`src/rtl/mem_access_unit_if.sv`:
```
// Interface between the execute stage, the memory access unit, data memory and
// register writeback.
//   ex_*      : execute-result handshake and operands (into the unit)
//   dmem_*    : data-memory req/ack bus (unit is the requester)
//   wb_*      : one-cycle retire pulse towards the register file
//   fault*    : one-cycle exception pulse and its held cause
// Modports: slave = the memory access unit, master = its environment.
interface mem_access_unit_if;
  logic        ex_valid;
  logic        ex_ready;
  logic [6:0]  opcode;
  logic [2:0]  funct3;
  logic [31:0] alu_result;
  logic [31:0] mem_addr;
  logic [31:0] store_data;
  logic [4:0]  rd;

  logic        dmem_req;
  logic        dmem_we;
  logic [31:0] dmem_addr;
  logic [31:0] dmem_wdata;
  logic [3:0]  dmem_wstrb;
  logic        dmem_ack;
  logic [31:0] dmem_rdata;

  logic        wb_valid;
  logic        wb_en;
  logic [4:0]  wb_rd;
  logic [31:0] wb_data;

  logic        fault;
  logic [1:0]  fault_cause;

  modport slave (
    input  ex_valid, opcode, funct3, alu_result, mem_addr, store_data, rd,
    input  dmem_ack, dmem_rdata,
    output ex_ready, dmem_req, dmem_we, dmem_addr, dmem_wdata, dmem_wstrb,
    output wb_valid, wb_en, wb_rd, wb_data, fault, fault_cause
  );

  modport master (
    output ex_valid, opcode, funct3, alu_result, mem_addr, store_data, rd,
    output dmem_ack, dmem_rdata,
    input  ex_ready, dmem_req, dmem_we, dmem_addr, dmem_wdata, dmem_wstrb,
    input  wb_valid, wb_en, wb_rd, wb_data, fault, fault_cause
  );
endinterface

```
`src/rtl/mem_access_unit.sv`:
```
// Memory/writeback stage. Accepts one execute result at a time (ex_ready only in
// IDLE). Non-memory results go straight to writeback; LOAD/STORE run a req/ack
// transaction on the dmem bus with byte-lane steering and load extension.
// Misaligned accesses, illegal widths and memory timeouts raise a one-cycle fault.
// Ports:
//   clk      : clock, all state updates on the rising edge
//   rst      : synchronous active-high reset
//   mau_io   : mem_access_unit_if.slave (execute inputs, dmem bus, writeback, fault)
// Parameter TIMEOUT: number of REQ cycles without ack before a timeout fault (>= 1).
module mem_access_unit #(
  parameter int unsigned TIMEOUT = 16
) (
  input logic              clk,
  input logic              rst,
  mem_access_unit_if.slave mau_io
);

  localparam logic [6:0] OpLoad   = 7'b0000011;
  localparam logic [6:0] OpStore  = 7'b0100011;
  localparam logic [6:0] OpBranch = 7'b1100011;

  localparam logic [1:0] CauseMisaligned = 2'b01;
  localparam logic [1:0] CauseTimeout    = 2'b10;
  localparam logic [1:0] CauseIllegal    = 2'b11;

  localparam int unsigned   CntW    = (TIMEOUT > 1) ? $clog2(TIMEOUT) : 1;
  localparam logic [CntW-1:0] CntLast = CntW'(TIMEOUT - 1);

  typedef enum logic [1:0] {StIdle, StReq, StWb, StFault} state_e;

  state_e          state_q, state_d;
  logic [CntW-1:0] cnt_q, cnt_d;
  logic            dmem_we_q, dmem_we_d;
  logic [31:0]     dmem_addr_q, dmem_addr_d;
  logic [31:0]     dmem_wdata_q, dmem_wdata_d;
  logic [3:0]      dmem_wstrb_q, dmem_wstrb_d;
  logic            wb_en_q, wb_en_d;
  logic [4:0]      wb_rd_q, wb_rd_d;
  logic [31:0]     wb_data_q, wb_data_d;
  logic [1:0]      fault_cause_q, fault_cause_d;
  logic [2:0]      funct3_q, funct3_d;
  logic [1:0]      addr_lo_q, addr_lo_d;

  // Accept-time decode of the incoming execute result.
  logic        is_load, is_store, width_ok, misaligned;
  logic [3:0]  st_strb;
  logic [31:0] st_data;

  always_comb begin
    is_load  = (mau_io.opcode == OpLoad);
    is_store = (mau_io.opcode == OpStore);
    if (is_load) begin
      width_ok = (mau_io.funct3 != 3'b011) && (mau_io.funct3 != 3'b110) &&
                 (mau_io.funct3 != 3'b111);
    end else begin
      width_ok = (mau_io.funct3[2] == 1'b0) && (mau_io.funct3[1:0] != 2'b11);
    end
    // Only meaningful once width_ok holds; funct3[1:0] encodes the size.
    misaligned = ((mau_io.funct3[1:0] == 2'b01) && mau_io.mem_addr[0]) ||
                 ((mau_io.funct3[1:0] == 2'b10) && (mau_io.mem_addr[1:0] != 2'b00));
  end

  // Store lane steering: data replicated across lanes, strobe marks the live bytes.
  always_comb begin
    st_strb = 4'b1111;
    st_data = mau_io.store_data;
    case (mau_io.funct3[1:0])
      2'b00: begin
        st_strb = 4'b0001 << mau_io.mem_addr[1:0];
        st_data = {4{mau_io.store_data[7:0]}};
      end
      2'b01: begin
        st_strb = 4'b0011 << {mau_io.mem_addr[1], 1'b0};
        st_data = {2{mau_io.store_data[15:0]}};
      end
      default: ;
    endcase
  end

  // Load extraction from the returned word using the registered address/width.
  logic [7:0]  ld_byte;
  logic [15:0] ld_half;
  logic [31:0] ld_data;

  always_comb begin
    case (addr_lo_q)
      2'd1:    ld_byte = mau_io.dmem_rdata[15:8];
      2'd2:    ld_byte = mau_io.dmem_rdata[23:16];
      2'd3:    ld_byte = mau_io.dmem_rdata[31:24];
      default: ld_byte = mau_io.dmem_rdata[7:0];
    endcase
    ld_half = addr_lo_q[1] ? mau_io.dmem_rdata[31:16] : mau_io.dmem_rdata[15:0];
    case (funct3_q)
      3'b000:  ld_data = {{24{ld_byte[7]}}, ld_byte};
      3'b100:  ld_data = {24'h0, ld_byte};
      3'b001:  ld_data = {{16{ld_half[15]}}, ld_half};
      3'b101:  ld_data = {16'h0, ld_half};
      default: ld_data = mau_io.dmem_rdata;
    endcase
  end

  always_comb begin
    state_d       = state_q;
    cnt_d         = cnt_q;
    dmem_we_d     = dmem_we_q;
    dmem_addr_d   = dmem_addr_q;
    dmem_wdata_d  = dmem_wdata_q;
    dmem_wstrb_d  = dmem_wstrb_q;
    wb_en_d       = wb_en_q;
    wb_rd_d       = wb_rd_q;
    wb_data_d     = wb_data_q;
    fault_cause_d = fault_cause_q;
    funct3_d      = funct3_q;
    addr_lo_d     = addr_lo_q;

    unique case (state_q)
      StIdle: begin
        if (mau_io.ex_valid) begin
          wb_rd_d   = mau_io.rd;
          funct3_d  = mau_io.funct3;
          addr_lo_d = mau_io.mem_addr[1:0];
          if (is_load || is_store) begin
            if (!width_ok) begin
              state_d       = StFault;
              fault_cause_d = CauseIllegal;
            end else if (misaligned) begin
              state_d       = StFault;
              fault_cause_d = CauseMisaligned;
            end else begin
              state_d      = StReq;
              cnt_d        = '0;
              dmem_we_d    = is_store;
              dmem_addr_d  = {mau_io.mem_addr[31:2], 2'b00};
              dmem_wstrb_d = is_store ? st_strb : 4'b0000;
              dmem_wdata_d = st_data;
            end
          end else begin
            state_d   = StWb;
            wb_data_d = mau_io.alu_result;
            wb_en_d   = (mau_io.rd != 5'd0) && (mau_io.opcode != OpBranch);
          end
        end
      end
      StReq: begin
        if (mau_io.dmem_ack) begin
          state_d = StWb;
          if (dmem_we_q) begin
            wb_en_d = 1'b0;
          end else begin
            wb_en_d   = (wb_rd_q != 5'd0);
            wb_data_d = ld_data;
          end
        end else if (cnt_q == CntLast) begin
          state_d       = StFault;
          fault_cause_d = CauseTimeout;
          cnt_d         = '0;
        end else begin
          cnt_d = cnt_q + 1'b1;
        end
      end
      StWb:    state_d = StIdle;
      StFault: state_d = StIdle;
      default: state_d = StIdle;
    endcase
  end

  always_ff @(posedge clk) begin
    if (rst) begin
      state_q       <= StIdle;
      cnt_q         <= '0;
      dmem_we_q     <= 1'b0;
      dmem_addr_q   <= '0;
      dmem_wdata_q  <= '0;
      dmem_wstrb_q  <= '0;
      wb_en_q       <= 1'b0;
      wb_rd_q       <= '0;
      wb_data_q     <= '0;
      fault_cause_q <= '0;
      funct3_q      <= '0;
      addr_lo_q     <= '0;
    end else begin
      state_q       <= state_d;
      cnt_q         <= cnt_d;
      dmem_we_q     <= dmem_we_d;
      dmem_addr_q   <= dmem_addr_d;
      dmem_wdata_q  <= dmem_wdata_d;
      dmem_wstrb_q  <= dmem_wstrb_d;
      wb_en_q       <= wb_en_d;
      wb_rd_q       <= wb_rd_d;
      wb_data_q     <= wb_data_d;
      fault_cause_q <= fault_cause_d;
      funct3_q      <= funct3_d;
      addr_lo_q     <= addr_lo_d;
    end
  end

  assign mau_io.ex_ready    = (state_q == StIdle);
  assign mau_io.dmem_req    = (state_q == StReq);
  assign mau_io.dmem_we     = dmem_we_q;
  assign mau_io.dmem_addr   = dmem_addr_q;
  assign mau_io.dmem_wdata  = dmem_wdata_q;
  assign mau_io.dmem_wstrb  = dmem_wstrb_q;
  assign mau_io.wb_valid    = (state_q == StWb);
  assign mau_io.wb_en       = wb_en_q & (state_q == StWb);
  assign mau_io.wb_rd       = wb_rd_q;
  assign mau_io.wb_data     = wb_data_q;
  assign mau_io.fault       = (state_q == StFault);
  assign mau_io.fault_cause = fault_cause_q;

endmodule

```
`src/flat_wrapper.sv`:
```
// flat-port wrapper written by rule: the top's interface ports become plain ports
module mem_access_unit_flat 
#(
  parameter int unsigned TIMEOUT = 16
)
  (clk, rst, mau_io_ex_valid, mau_io_opcode, mau_io_funct3, mau_io_alu_result, mau_io_mem_addr, mau_io_store_data, mau_io_rd, mau_io_dmem_ack, mau_io_dmem_rdata, mau_io_ex_ready, mau_io_dmem_req, mau_io_dmem_we, mau_io_dmem_addr, mau_io_dmem_wdata, mau_io_dmem_wstrb, mau_io_wb_valid, mau_io_wb_en, mau_io_wb_rd, mau_io_wb_data, mau_io_fault, mau_io_fault_cause);
  mem_access_unit_if mau_io_i ();
  input logic clk;
  input logic rst;
  input wire logic [$bits(mau_io_i.ex_valid)-1:0] mau_io_ex_valid;
  input wire logic [$bits(mau_io_i.opcode)-1:0] mau_io_opcode;
  input wire logic [$bits(mau_io_i.funct3)-1:0] mau_io_funct3;
  input wire logic [$bits(mau_io_i.alu_result)-1:0] mau_io_alu_result;
  input wire logic [$bits(mau_io_i.mem_addr)-1:0] mau_io_mem_addr;
  input wire logic [$bits(mau_io_i.store_data)-1:0] mau_io_store_data;
  input wire logic [$bits(mau_io_i.rd)-1:0] mau_io_rd;
  input wire logic [$bits(mau_io_i.dmem_ack)-1:0] mau_io_dmem_ack;
  input wire logic [$bits(mau_io_i.dmem_rdata)-1:0] mau_io_dmem_rdata;
  output wire logic [$bits(mau_io_i.ex_ready)-1:0] mau_io_ex_ready;
  output wire logic [$bits(mau_io_i.dmem_req)-1:0] mau_io_dmem_req;
  output wire logic [$bits(mau_io_i.dmem_we)-1:0] mau_io_dmem_we;
  output wire logic [$bits(mau_io_i.dmem_addr)-1:0] mau_io_dmem_addr;
  output wire logic [$bits(mau_io_i.dmem_wdata)-1:0] mau_io_dmem_wdata;
  output wire logic [$bits(mau_io_i.dmem_wstrb)-1:0] mau_io_dmem_wstrb;
  output wire logic [$bits(mau_io_i.wb_valid)-1:0] mau_io_wb_valid;
  output wire logic [$bits(mau_io_i.wb_en)-1:0] mau_io_wb_en;
  output wire logic [$bits(mau_io_i.wb_rd)-1:0] mau_io_wb_rd;
  output wire logic [$bits(mau_io_i.wb_data)-1:0] mau_io_wb_data;
  output wire logic [$bits(mau_io_i.fault)-1:0] mau_io_fault;
  output wire logic [$bits(mau_io_i.fault_cause)-1:0] mau_io_fault_cause;
  assign mau_io_i.ex_valid = mau_io_ex_valid;
  assign mau_io_i.opcode = mau_io_opcode;
  assign mau_io_i.funct3 = mau_io_funct3;
  assign mau_io_i.alu_result = mau_io_alu_result;
  assign mau_io_i.mem_addr = mau_io_mem_addr;
  assign mau_io_i.store_data = mau_io_store_data;
  assign mau_io_i.rd = mau_io_rd;
  assign mau_io_i.dmem_ack = mau_io_dmem_ack;
  assign mau_io_i.dmem_rdata = mau_io_dmem_rdata;
  assign mau_io_ex_ready = mau_io_i.ex_ready;
  assign mau_io_dmem_req = mau_io_i.dmem_req;
  assign mau_io_dmem_we = mau_io_i.dmem_we;
  assign mau_io_dmem_addr = mau_io_i.dmem_addr;
  assign mau_io_dmem_wdata = mau_io_i.dmem_wdata;
  assign mau_io_dmem_wstrb = mau_io_i.dmem_wstrb;
  assign mau_io_wb_valid = mau_io_i.wb_valid;
  assign mau_io_wb_en = mau_io_i.wb_en;
  assign mau_io_wb_rd = mau_io_i.wb_rd;
  assign mau_io_wb_data = mau_io_i.wb_data;
  assign mau_io_fault = mau_io_i.fault;
  assign mau_io_fault_cause = mau_io_i.fault_cause;
  mem_access_unit #(.TIMEOUT(TIMEOUT)) u_core (.clk(clk), .rst(rst), .mau_io(mau_io_i));
endmodule
```
`config.mk`:
```
export PLATFORM = sky130hd
export DESIGN_NAME = mem_access_unit_flat
export DESIGN_NICKNAME = d
export VERILOG_FILES = /design/src/rtl/mem_access_unit_if.sv /design/src/rtl/mem_access_unit.sv /design/src/flat_wrapper.sv
export SDC_FILE = /design/constraint.sdc
export NUM_CORES = 1
export LEC_CHECK = 0
export CORE_ASPECT_RATIO = 1.75
export CORE_MARGIN = 1.5
export CORE_UTILIZATION = 30
export DETAILED_ROUTE_END_ITERATION = 10
export PLACE_DENSITY = 0.59
export REMOVE_ABC_BUFFERS = 1
export SETUP_SLACK_MARGIN = 0.02
export SYNTH_ARGS = -nofsm -noshare
export SYNTH_HDL_FRONTEND = slang
export SYNTH_SLANG_ARGS = --single-unit
```
`constraint.sdc`:
```
create_clock -name clk -period 2.6 [get_ports clk]
set_input_delay 0.52 -clock clk [delete_from_list [all_inputs] [get_ports clk]]
set_output_delay 0.52 -clock clk [all_outputs]
set_load 0.02 [all_outputs]
```
Yosys cells after proc, flatten, opt, wreduce, memory -nomap -nowiden
Cells that the tools add are included.
{ "word_totals": {"word_cells": 109, "input_bits": 147, "output_inout_bits": 113, "regBits": 118} }
{ "op_classes": {"add_sub_neg": 1, "eq_ne": 30, "bitwise_logic": 3, "muxes": 38, "n_shift": 2, "reduce_logical": 23} }
{ "ops": {"columns": ["cell", "n"], "rows": [
  ["$mux W32", 4],
  ["$pmux W32 S2", 2],
  ["$pmux W32 S4", 1],
  ["$mux W4", 7],
  ["$mux W2", 12],
  ["$pmux W8 S3", 1],
  ["$mux W16", 1],
  ["$pmux W4 S2", 2],
  ["$ne A2 B2 Y1 const B", 7],
  ["$reduce_and A6 Y1", 2],
  ["$eq A2 B2 Y1 const B", 5],
  ["$reduce_and A5 Y1", 2],
  ["$reduce_bool A5 Y1", 2],
  ["$ne A3 B3 Y1 const B", 3],
  ["$eq A7 B2 Y1 const B", 1],
  ["$eq A7 B6 Y1 const B", 1],
  ["$ne A7 B7 Y1 const B", 1],
  ["$eq A2 B1 Y1 const B", 3],
  ["$eq A3 B3 Y1 const B", 2],
  ["$logic_and A1 B1 Y1", 6],
  ["$ne A2 B1 Y1 const B", 3],
  ["$ne A3 B2 Y1 const B", 2],
  ["$pmux W2 S3", 1],
  ["$mux W1", 5],
  ["16 further kinds", 21]
]} }

Longest topological paths before layout
Gate-level depths: netlist of the first run.
{ "depth": {"word_depth": 8, "ltp_mapped": 8, "depth_no_buf": 6} }

Worst setup path after synthesis of the first run
OpenSTA, ideal clock, no wires.
{ "synth_timing": {"path_type": "input to register", "from": "in mau_io_opcode[3]", "to": "reg u_core.dmem_we_q (netlist: u_core.mau_io.dmem_we)", "slack_ns": 0.540, "setup_ns": 0.132, "arrival_ns": 1.928, "path_buffers": 2, "t_required_ns": 2.468, "cell_stages": 7, "path_cell_list": "nor4_4 -> nand3_4 -> or4_1 -> buf_2 -> buf_6 -> nand2_1 -> a21oi_1"} }
{ "synth_via": {"elab_chain_len": 3, "word_cells_on_any_way": 5, "cone_classes": "eq/ne (2); mux (1); reduce/logical (2)"} }
{ "synth_lines": {"columns": ["element", "line_no", "rtl"], "rows": [
  ["start, declared", "flat_wrapper.sv:11", "input wire logic [$bits(mau_io_i.opcode)-1:0] mau_io_opcode;"],
  ["$eq A7 B2 Y1 / $eq A7 B6 Y1 (equally long branches)", "mem_access_unit.sv:50, mem_access_unit.sv:51", null],
  ["$mux W1 / $logic_or A1 B1 Y1 (equally long branches)", "mem_access_unit.sv:52, mem_access_unit.sv:122", null],
  ["$reduce_and A5 Y1 (no line)", null, null],
  ["end signal, assigned", "mem_access_unit.sv:184", "dmem_we_q <= dmem_we_d;"],
  ["end, declared", "mem_access_unit.sv:33", "logic dmem_we_q, dmem_we_d;"]
]} }
Several ways; a longest one is shown, not always the timed one.
A chain may end at the register's enable or synchronous reset.

Final worst setup path of the first run
{ "layout_timing": {"from": "reg u_core.state_q[0]", "to": "out mau_io_dmem_req"} }
{ "layout_via": {"elab_chain_len": 1} }
{ "layout_lines": {"columns": ["element", "line_no", "rtl"], "rows": [
  ["start, declared", "mem_access_unit.sv:31", "state_e state_q, state_d;"],
  ["start signal, assigned", "mem_access_unit.sv:169", "state_q <= StIdle;"],
  ["start signal, assigned", "mem_access_unit.sv:182", "state_q <= state_d;"],
  ["$eq A2 B1 Y1", "mem_access_unit.sv:198", "assign mau_io.dmem_req = (state_q == StReq);"],
  ["end, declared", "flat_wrapper.sv:20", "output wire logic [$bits(mau_io_i.dmem_req)-1:0] mau_io_dmem_req;"]
]} }
Every way passes these cells.

==> results of run 1 <==
==> layer usage <==
metal | share of wire [%] | up-vias | track usage [%]
met5 | 0 | - | 0
met4 | 2.3 | 0 | 8.27
met3 | 8.1 | 22 | 7.46
met2 | 51 | 215 | 36.6
met1 | 38 | 2716 | 22.0
li1 | - | 3025 | -
==> report_power, final <==
| group | internal, W | switching [W] |
|---|---|---|
| combinational | 0.000393 | 0.000326 |
| clock | 0.00161 | 0.000907 |
| sequential | 0.00186 | 0.0000308 |
| total | 0.00386 | 0.00126 |
==> per-stage QoR <==
step	util [%]	TNS (ps)	power, W
6_report	50.7	0	0.00512
5_1_grt	50.7	0	0.00533
2_1_floorplan	-	-149730	0.00217
4_1_cts	50.7	0	0.00519
3_5_place_dp	47.2	-4560	0.00265
3_3_place_gp	47.2	-2230	0.00264
==> worst max-delay path: cells and delay by family, from the launching register on <==
family                 cells  cell delay [ps]
buffers and inverters      2              800
flip-flops                 1              490
AND/OR/NAND/NOR            1              120
==> registers in the layout, indices dropped and copies added, names as in the netlist <==
name and count:
u_core.mau_io.dmem_wdata 32, u_core.mau_io.wb_data 32, u_core.mau_io.dmem_addr 30, u_core.mau_io.wb_rd 5, u_core.cnt_q 4, u_core.mau_io.dmem_wstrb 4
u_core.funct3_q 3, u_core.addr_lo_q 2, u_core.mau_io.fault_cause 2, u_core.state_q 2, u_core.mau_io.dmem_we 1, u_core.wb_en_q 1
==> cell usage after synthesis, drive strengths merged <==
library cell	instances	share of area, %
a211o	2	0.32
a211oi	17	2.3
a21o	6	0.81
a21oi	99	8.9
a221o	1	0.18
a221oi	9	1.4
a22o	5	0.79
a2bb2oi	3	0.47
a311oi	10	1.6
a31oi	1	0.11
a41oi	2	0.32
and2	5	0.56
buf	26	3.1
clkbuf	32	2.2
clkinv	1	0.068
conb	1	0.068
dfxtp	118	43
ha	1	0.23
inv	6	0.41
mux2i	20	3.6
mux4	2	0.81
nand2	173	12
nand2b	6	0.68
nand3	6	0.77
nand3b	5	0.68
nand4	1	0.11
nor2	70	4.7
nor2b	7	0.79
nor3	8	0.72
nor3b	2	0.36
nor4	3	0.72
nor4b	1	0.16
o2111ai	1	0.16
o211ai	2	0.27
o21ai	27	2.4
o221ai	4	0.63
o22ai	1	0.11
o31ai	23	3.1
o41ai	3	0.47
or2	3	0.34
or3	1	0.11
or4	2	0.27
==> path summary, 6_finish.rpt <==
check / startpoint / slack [ps] / endpoint / depth (start not counted)
worst max-delay path: u_core.state_q[0]$_SDFFE_PP0P_ / 270 / mau_io_dmem_req / 3
worst min register to register: u_core.mau_io.wb_data[13]$_SDFFE_PP0P_ / 450 / u_core.mau_io.wb_data[13]$_SDFFE_PP0P_ / 2
worst min-delay path: u_core.mau_io.wb_data[13]$_SDFFE_PP0P_ / 450 / u_core.mau_io.wb_data[13]$_SDFFE_PP0P_ / 2
worst max register to register: u_core.addr_lo_q[1]$_SDFFE_PP0P_ / 620 / u_core.mau_io.wb_data[10]$_SDFFE_PP0P_ / 5
==> cell type report <==
class	count	area (sq um)	area share, %
Sequential cell	118	2360	25.8
Multi-Input combinational cell	534	2900	31.6
Inverter	7	26.3	0.287
Timing Repair Buffer	296	2950	32.2
Clock inverter	14	203	2.21
Tap cell	234	293	3.20
Clock buffer	17	425	4.65
==> logic make-up (layout without fill, tap and decap cells) <==
family	count (synthesis)	after routing	share of synthesized area, %
mux	22	22	4.41
flops	118	118	42.5
simple gates	293	293	22.7
fa+ha+maj	1	1	0.225
compound gates	216	216	24.4
other cells	1	2	0.0675
buf+inv	65	334	5.70
==> qor.yml, run 1 <==
cp_slowest_stage_delay_ps: 650
io_buffers: 257
ir_drop_mv: 0.349
drtPass1Iterations: 4
post-place-ws_ps: -108
grt.total_usage_pct: 20.6
antenna_found_initial: 0
cp.required_ps: 2080
initial_utilization_pct: 30.8
slew-limit-headroom_pct: 46.0
layout_common_cells: "256 x clkdlybuf4s50_1, 173 x nand2_1, 118 x dfxtp_1"
dpl.cell_count: 1189
powerDensity_nw_per_um2: 560
drv_slew: 0
max_freq_mhz: 429
critPathSlowestCell: "clkdlybuf4s50_1"
final_area_sq_um: 9160
syn_avg_cell_area_sq_um: 7.76
fillers: 1814
antenna_left: 0
cts_hold_buf: 0
area_growth_pct: 64.8
synth-seq-area-share_pct: 42.5
dpl_cell_area_sq_um: 8530
layout_commonest_cell: "clkdlybuf4s50_1"
timing_hold_violations_final: 0
finClkSkew_ps: 11.7
drc: 0
cts.sinks: 118
yosys_warnings: 0
cts_buffers: 17
setup_violations: 0
synth_cells: 716
cts_tree: "built"
die_w_microns: 106
crit_chain: "nand2b_1 > inv_1 > clkdlybuf4s50_1"
post_cts_buffers: 0
drive_gt1_share_pct: 8.32
vias: 5978
worst_pin_slew_ps: 804
path_clk_slew_ps: 50
start_kind: "register"
drv_cap: 0
synth.cell_area_sq_um: 5560
clkLatencyLatePin_ps: 410
postCtsResizedCells: 0
synth-seq-cells: 118
grt_first_pass_wirelength_microns: 31300
die_h_microns: 183
ys_types: 50
diodes: 0
root_buffer: "clkbuf_16"
drt_iter0_drc: 240
cp_max_fo: 10
hold_slack_ps: 449
grt-ovfl-total: 0
place.gp.congestion: 0.807
outcome: "complete, no violations"
arrival_ps: 1810
fin_crit_ps: 2330
timing.final.ws_setup_ps: 271
cts-htree-levels: 4
crit_type: "reg2out"
ios: 260
hpwl_microns: 14600
rsz0062_at_grt: "false"
die-area_sq_um: 19400
leakage_nw: 3.28
hold_path_class: "reg2reg"
stdcell_count: 1220
std_cell_rows: 65
viasPerCell: 4.90
routedWlPerCell_microns: 16.4
critPathCaptureType: "primary output"
final_nets: 1122
core_sq_um: 18100
clock_path_buffers: 2
grt_pass1_vias: 5963
fin_crit_sh_pct: 89.6
routed_wl_microns: 19900
grt_max_degree: 57
No activity file was read; power rests on OpenSTA's default activity.
==> run 2, diff against run 1 <==
- CORE_UTILIZATION: 30 -> 42
- PLACE_DENSITY: 0.59 -> 0.79
==> run 2 against run 1 <==
Net effect:
- global-route usage grew 7.0 points
- wire length down 3.5%
- non-clock buffer count rose by 1
- largest cell class unchanged
- die area fell by 28%
- cell count down 5.0%
- critical endpoint is now u_core.mau_io.dmem_addr[23]$_SDFFE_PP0P_
- via count increased by 4.7%
- combinational power rose by 0.7%
- hold slack got worse by 1.3 ps
- register-to-register slack worse by 190 ps
- clock-buffer cell count is 2 higher
- total power down 5.4%
==> qor.yml, run 2 (synthesized netlist as in run 1, its figures left out) <==
rsz0062_at_grt: "false"
drv_slew: 0  # unchanged
slew-limit-headroom_pct: 56.2  # +10 points
dpl_cell_area_sq_um: 8460  # -0.84%
swShare_pct: 25.7  # +1.1 points
initial_utilization_pct: 42.9  # +12 points
finClkSkew_ps: 10.0  # -1.63 ps
place.gp.congestion: 0.884  # +9.5%
max_freq_mhz: 427  # -0.52%
leakage_nw: 3.26  # -0.62%
drt_iter0_drc: 240  # unchanged
antenna_found_initial: 0  # unchanged
grt_max_degree: 52  # -8.8%
routed_wl_microns: 19300  # -3.5%
worst_pin_slew_ps: 653  # -151 ps
vias: 6257  # +4.7%
powerDensity_nw_per_um2: 537  # -4.0%
core_sq_um: 12900  # -28%
io_buffers: 257  # unchanged
postCtsResizedCells: 0  # unchanged
layout_common_cells: "256 x clkdlybuf4s50_1, 173 x nand2_1, 118 x dfxtp_1"
cp.required_ps: 2890  # +810 ps
grt-ovfl-total: 0  # unchanged
fillers: 1063  # -41%
die_w_microns: 89.9  # -15%
timing_hold_violations_final: 0  # unchanged
setup_violations: 0  # unchanged
hpwl_microns: 14200  # -2.9%
grt_pass1_vias: 6270  # +5.1%
clock_path_buffers: 2  # unchanged
cts_tree: "built"
routedWlPerCell_microns: 16.6  # +1.6%
clkLatencyLatePin_ps: 410  # about the same
die-area_sq_um: 14000  # -28%
antenna_left: 0  # unchanged
critPathCaptureType: "register"
root_buffer: "clkbuf_16"
clkPwrFrac_pct: 46.1  # -3.0 points
start_kind: "input port"
std_cell_rows: 55  # -15%
final_nets: 1123  # +0.089%
layout_commonest_cell: "clkdlybuf4s50_1"
p_switching_w: 0.00125  # -1.3%
cts-htree-levels: 4  # unchanged
ir_drop_mv: 0.467  # +34%
grt_first_pass_wirelength_microns: 30800  # -1.8%
cts_buffers: 17  # unchanged
cts.sinks: 118  # unchanged
hold_path_class: "reg2reg"
diodes: 0  # unchanged
cts_hold_buf: 0  # unchanged
crit_type: "in2reg"
drive_gt1_share_pct: 8.40  # +0.084 points
die_h_microns: 155  # -15%
viasPerCell: 5.40  # +10%
grt.total_usage_pct: 27.6  # +7.0 points
drc: 0  # unchanged
fin_crit_ps: 2340  # +12.1 ps
p_comb_share_pct: 14.9  # +0.9 points
drtPass1Iterations: 5  # +1
final_area_sq_um: 9020  # -1.4%
hold_slack_ps: 447  # -1.34 ps
path_clk_slew_ps: 60  # about the same
drv_cap: 0  # unchanged
p_int_w: 0.00360  # -6.7%
cp_max_fo: 51  # +41
outcome: "complete, no violations"
arrival_ps: 2630  # +820 ps
area_growth_pct: 62.4
post_cts_buffers: 0  # unchanged
fin_crit_sh_pct: 90.0  # +0.47 points
p_seq_share_pct: 38.9  # +2.1 points
ios: 260  # unchanged
run 2: cell count changes in the layout (fill, tap and decap cells not counted):
cell | previous run | this run
clkbuf_8 | 0 | 1
clkinvlp_4 | 1 | 2
bufinv_16 | 4 | 1
clkbuf_1 | 0 | 1
clkinv_2 | 1 | 2
buf_4 | 33 | 34
run 2: final cells by class:
type	instances	area (sq um)	area share, %
Tap cell	171	214	2.37
Multi-Input combinational cell	534	2900	32.1
Sequential cell	118	2360	26.2
Clock inverter	13	125	1.39
Timing Repair Buffer	297	2960	32.8
Clock buffer	19	443	4.91
Inverter	7	26.3	0.291
run 2: power groups by stage:
stage	logic (W)	clock network [W]	registers, W
after floorplan	0.000188	0	0.00198
after global placement	0.000711	0	0.00192
after detailed placement	0.000720	0	0.00193
after CTS	0.000723	0.00227	0.00189
after global routing	0.000773	0.00236	0.00189
final	0.000724	0.00224	0.00189
run 2: path summary, 6_finish.rpt:
kind / startpoint / end / slack [ps] / depth (start not counted)
worst min register to register: u_core.mau_io.wb_data[20]$_SDFFE_PP0P_ / u_core.mau_io.wb_data[20]$_SDFFE_PP0P_ / 450 / 2
worst min-delay path: u_core.mau_io.wb_data[20]$_SDFFE_PP0P_ / u_core.mau_io.wb_data[20]$_SDFFE_PP0P_ / 450 / 2
worst max-delay path: mau_io_opcode[2] / u_core.mau_io.dmem_addr[23]$_SDFFE_PP0P_ / 260 / 7
worst max register to register: u_core.funct3_q[0]$_SDFFE_PP0P_ / u_core.mau_io.wb_data[4]$_SDFFE_PP0P_ / 430 / 6
run 2: per-stage QoR:
| step | power [W] | cells | utilization [%] | setup slack [ps] | setup TNS, ps |
|---|---|---|---|---|---|
| after floorplan | 0.00217 | 659 | - | -2370 | -149730 |
| after global placement | 0.00264 | 1127 | 65.4 | -127 | -6400 |
| after detailed placement | 0.00265 | 1127 | 65.4 | -172 | -7280 |
| after CTS | 0.00488 | 1159 | 69.7 | 245 | 0 |
| after global routing | 0.00503 | 1159 | 69.7 | 34.4 | 0 |
| final | 0.00485 | 1159 | 69.7 | 259 | 0 |
run 2: metal layers:
layer	share of wire, %	global-route usage [%]	vias up	wire length (microns)
li1	-	-	3029	-
met1	35	27.3	2908	6800
met2	53	52.3	282	10300
met3	8.5	8.21	38	1630
met4	2.8	12.9	0	534
met5	0	0	-	0
run 2: critical path, stage by stage:
cell and delay, ps:
clkdlybuf4s50_1 480, nor4_4 420, nand3_4 100, or4_2 700
buf_12 220, nand2_1 110, a21oi_1 60
